$ cat config.mk
export PLATFORM = sky130hd
export DESIGN_NAME = icache_refill_ctrl
export DESIGN_NICKNAME = d
export VERILOG_FILES = /design/src/rtl/icache_pkg.sv /design/src/rtl/icache_refill_ctrl.sv
export SDC_FILE = /design/constraint.sdc
export NUM_CORES = 1
export LEC_CHECK = 0
export BUFFER_PORTS_ARGS = -buffer_cell sky130_fd_sc_hd__buf_2
export CORE_MARGIN = 4
export CORE_UTILIZATION = 44
export DETAILED_ROUTE_END_ITERATION = 7
export PLACE_DENSITY = 0.82
export SYNTH_ARGS = -nofsm -noshare
export SYNTH_HDL_FRONTEND = slang
export SYNTH_SLANG_ARGS = --single-unit
$ cat constraint.sdc
create_clock -name clk -period 1.7 [get_ports clk]
set_input_delay 0.425 -clock clk [delete_from_list [all_inputs] [get_ports clk]]
set_output_delay 0.425 -clock clk [all_outputs]
set_load 0.1 [all_outputs]
$ cat src/rtl/icache_pkg.sv
// Shared definitions for the instruction cache and its refill controller:
// default bus widths, timeout counter width and refill FSM state encoding.
package icache_pkg;

  localparam int ADDR_W_DEF  = 10;
  localparam int DATA_W_DEF  = 32;
  localparam int TIMEOUT_DEF = 255;
  localparam int CNT_W       = 8;

  localparam logic [2:0] ST_IDLE  = 3'd0;
  localparam logic [2:0] ST_REQ   = 3'd1;
  localparam logic [2:0] ST_WAIT  = 3'd2;
  localparam logic [2:0] ST_FILL  = 3'd3;
  localparam logic [2:0] ST_RETRY = 3'd4;
  localparam logic [2:0] ST_DRAIN = 3'd5;

endpackage

$ cat src/rtl/icache_refill_ctrl.sv
// Single-outstanding miss handler for the 2-way icache: fetches one word over
// req/gnt + rvalid, pulses the cache update, then lets fetch replay and hit.
module icache_refill_ctrl
  import icache_pkg::*;
#(
  parameter int ADDR_W  = ADDR_W_DEF,
  parameter int DATA_W  = DATA_W_DEF,
  parameter int TIMEOUT = TIMEOUT_DEF
) (
  input  logic              clk,
  input  logic              reset,
  input  logic              fetch_valid,
  input  logic [ADDR_W-1:0] fetch_addr,
  input  logic              cache_hit,
  input  logic              flush,
  output logic              mem_req,
  output logic [ADDR_W-1:0] mem_addr,
  input  logic              mem_gnt,
  input  logic              mem_rvalid,
  input  logic [DATA_W-1:0] mem_rdata,
  output logic              cache_update,
  output logic [DATA_W-1:0] cache_wdata,
  output logic              stall,
  output logic              mem_err
);

  localparam logic [CNT_W-1:0] TIMEOUT_C = CNT_W'(TIMEOUT);

  logic [2:0]       state;
  logic [2:0]       state_nxt;
  logic [CNT_W-1:0] wait_cnt;
  logic             miss_start;
  logic             fetch_miss;

  assign fetch_miss = fetch_valid & ~cache_hit;
  assign miss_start = (state == ST_IDLE) & fetch_miss & ~flush;

  always_comb begin
    state_nxt = state;
    case (state)
      ST_IDLE: begin
        if (miss_start) state_nxt = ST_REQ;
      end
      ST_REQ: begin
        // A granted request must be drained even if flushed, or the response
        // would later be mistaken for the next miss's data.
        if (mem_gnt)    state_nxt = flush ? ST_DRAIN : ST_WAIT;
        else if (flush) state_nxt = ST_IDLE;
      end
      ST_WAIT: begin
        if (mem_rvalid) state_nxt = flush ? ST_IDLE : ST_FILL;
        else if (flush) state_nxt = ST_DRAIN;
      end
      ST_FILL:  state_nxt = ST_RETRY;
      ST_RETRY: state_nxt = ST_IDLE;
      ST_DRAIN: begin
        if (mem_rvalid) state_nxt = ST_IDLE;
      end
      default:  state_nxt = ST_IDLE;
    endcase
  end

  always_ff @(posedge clk or posedge reset) begin
    if (reset) begin
      state       <= ST_IDLE;
      mem_addr    <= '0;
      cache_wdata <= '0;
      wait_cnt    <= '0;
      mem_err     <= 1'b0;
    end else begin
      state <= state_nxt;

      if (miss_start) mem_addr <= fetch_addr;

      if (state == ST_WAIT && mem_rvalid && !flush) cache_wdata <= mem_rdata;

      // Saturating wait counter; mem_err latches once the limit is reached.
      if (state == ST_REQ && mem_gnt) begin
        wait_cnt <= '0;
      end else if (state == ST_WAIT) begin
        if (wait_cnt != TIMEOUT_C) wait_cnt <= wait_cnt + CNT_W'(1);
        else                       mem_err  <= 1'b1;
      end
    end
  end

  assign mem_req      = (state == ST_REQ);
  assign cache_update = (state == ST_FILL);

  assign stall = miss_start
               | (state == ST_REQ)
               | (state == ST_WAIT)
               | (state == ST_FILL)
               | ((state == ST_DRAIN) & fetch_miss);

endmodule

==> flow_summary_export.csv <==
group,metric,value,unit
detailed_routing,wl_per_cell,14.4,um
timing,setup_viol,2,
final_layout,areaGrowthSynthToFinish,36.0,%
synth,ys_seq_elements,54,
timing,rsz0062_at_grt,"yes",
clock_network,numCtsBuffers,5,
placed_design,hpwl,3.75,mm
synth,synth.area.mux_share,24.6,%
synth,synth_xor_area_share,0.362,%
synth,synth_fa_ha_area_share,0.517,%
synth,synth_cell_types,35,
synth,yosys-top-cells-area,"dfrtp_1 (56%), mux2_4 (19%), mux2_2 (5.6%)",
clock_network,clockBufferDepth,2,
die,die_area,0.00675,mm2
detailed_routing,vias_per_cell,4.93,
detailed_routing,drt_iter0_markers,26,
die,start_util,46.5,%
synth,synth-compound-area-share,7.44,%
global_route,antenna_found_initial,0,
clock_network,clkSinkCount,54,
synth,syn_inst,167,
timing,tightest_slew,571,ps
synth,ys_top_cells_by_count,"dfrtp_1 (54), mux2_4 (30), mux2_2 (12), nand2_1 (9), nor2_1 (8)",
placed_design,place.gp.congestion,0.860,
synth,synthSimpleGateAreaFrac,8.32,%
timing,slew_headroom,61.9,%
placed_design,io_buffers,94,
die,fp-row-count,26,
synth,synth_enable_flop_cells,0,
detailed_routing,dr.pass1.iters,4,
global_route,track_usage,14.6,%
global_route,grt_pass1_vias,1727,
global_route,grt_max_degree,30,
die,die_w,82.2,um
synth,synth-warning-count,0,
timing,fmax,577,MHz
synth,syn_area,0.00242,mm2
synth,synthArstFlopShare,100,%
worst_setup_path,end_kind,"primary output",
global_route,overflow,0,
synth,yosysTopAreaCell,"dfrtp_1",
timing,fin_setup_tns,-39.4,ps
synth,ys_seq_area_share,55.8,%
detailed_routing,wl,5.02,mm
timing,post-route-period-util,102,%
clock_network,cts_htree_levels,2,
worst_setup_path,critPathKind,"flop to primary output",
detailed_routing,via_count,1716,
timing,slew_violations,0,
detailed_routing,ant_nets,0,
synth,avgSynthCellArea,14.5,um2
flow_run,cap_viol_max_count,0,
global_route,grt_pass1_wl,7.58,mm
synth,synth_top_family_by_area,"multiplexers",
timing,period_needed,1730,ps
die,dieHeight,82.2,um
outcome,violations,"setup timing",
detailed_routing,drc,0,
clock_network,clk_latency,300,ps
clock_network,cts-root-buf,"clkbuf_8",
outcome,status,"complete, but fails checks",
timing,hold_violations,0,
worst_setup_path,crit_fanout,5,
synth,synth.top_cell.area_share,55.8,%
worst_setup_path,crit_path_start_kind,"flop",
timing,setup_ws,-32.6,ps
die,core,0.00520,mm2
worst_setup_path,crit_arrival,1310,ps
synth,ys_dominant_reg_cell,"dfrtp_1",
worst_hold_path,hold_path_class,"input pin to async pin",
clock_network,clk_pin_slew,100,ps
synth,syn_nets,217,
final_layout,fill_cells,403,
clock_network,cts_tree,"built",
worst_setup_path,critPathRequiredTime,1270,ps
clock_network,cts.hold.buffers_added,0,
die,ioPinCount,95,
final_layout,n_antenna_cell,0,
final_layout,drive_above_1_share,61.9,%
synth,yosysMostFrequentCell,"dfrtp_1",
final_layout,fin_nets,327,
timing,finClkSkew,5.30,ps
-- registers in the layout, indices dropped and copies added, names as in the netlist --
signal       count
cache_wdata     32
mem_addr        10
wait_cnt         8
state            3
mem_err          1
-- worst paths after layout --
check	startpoint	end	slack [ps]	cells after the start
setup / recovery	state[1]	mem_req	-30	3
hold / removal	reset	cache_wdata[21]	170	2
setup reg to reg	state[0]	cache_wdata[4]	30	6
hold reg to reg	mem_err	mem_err	480	1
max in group asynchronous	reset	cache_wdata[4]	1010	3
min in group clk	mem_rdata[2]	cache_wdata[2]	340	2
-- cells in the final DEF, fill, tap and decap left out, types with 2 or more instances in the layout --
cell	count
a21oi_1	2
buf_12	6
buf_2	91
buf_4	11
buf_6	2
clkbuf_8	5
clkinvlp_4	2
dfrtp_1	54
inv_1	2
mux2_2	12
mux2_4	30
nand2_1	8
nand3_1	5
nor2_1	8
nor3_1	2
nor3b_4	3
o211ai_1	2
o21a_1	2
o21ai_0	2
o21ai_2	3
o311ai_1	3
o31ai_1	2
o41ai_1	3
-- per-stage QoR --
stage	util, %	area [um2]	std cells	hold WS (ps)	setup WS, ps
global route	63.2	3290	348	194	-92.3
CTS	62.9	3280	347	180	-57.2
finish	63.2	3290	348	171	-32.6
floorplan	-	2460	167	455	-289
detailed placement	59.7	3110	333	454	77.3
global placement	59.7	3110	333	441	109
-- per-layer routing --
| metal | GRT usage, % | routed length, um | vias up |
|---|---|---|---|
| met1 | 17.4 | 2000 | 813 |
| met5 | 0 | 0 | - |
| li1 | - | - | 826 |
| met2 | 24.5 | 2540 | 73 |
| met4 | 4.65 | 38 | 0 |
| met3 | 5.10 | 444 | 4 |
-- critical path, cell delays in order (launching register included) --
cell	delay (ps)
dfrtp_1	400
buf_6	140
nor3b_4	260
buf_12	210
-- layout make-up --
type                    instances  area, um2  area share (%)
well taps                      70       87.6            2.66
inverters                       4       18.8           0.570
clock inverters                 3       48.8            1.48
flip-flops and latches         54       1350            41.0
repair buffers                110        681            20.7
clock buffers                   5       68.8            2.09
multi-input cells             102       1040            31.5
-- logic make-up after synthesis --
family	Yosys count
adder cells (fa/ha/maj)	1
AO/OA/AOI/OAI	24
buffers and inverters	11
flip-flops	54
multiplexers	43
XOR/XNOR	1
AND/OR/NAND/NOR	33
-- timing repair --
action                                  in CTS  in global routing
pin swaps                                    2                  4
resized for setup                            4                  2
endpoints found under the hold margin        0                  0
buffers inserted                             6                  1
endpoints found under the setup margin       3                 16
Power is left out: the tool's default activity adds up to more than one toggle a clock period on the data nets, which glitch-free logic cannot reach.
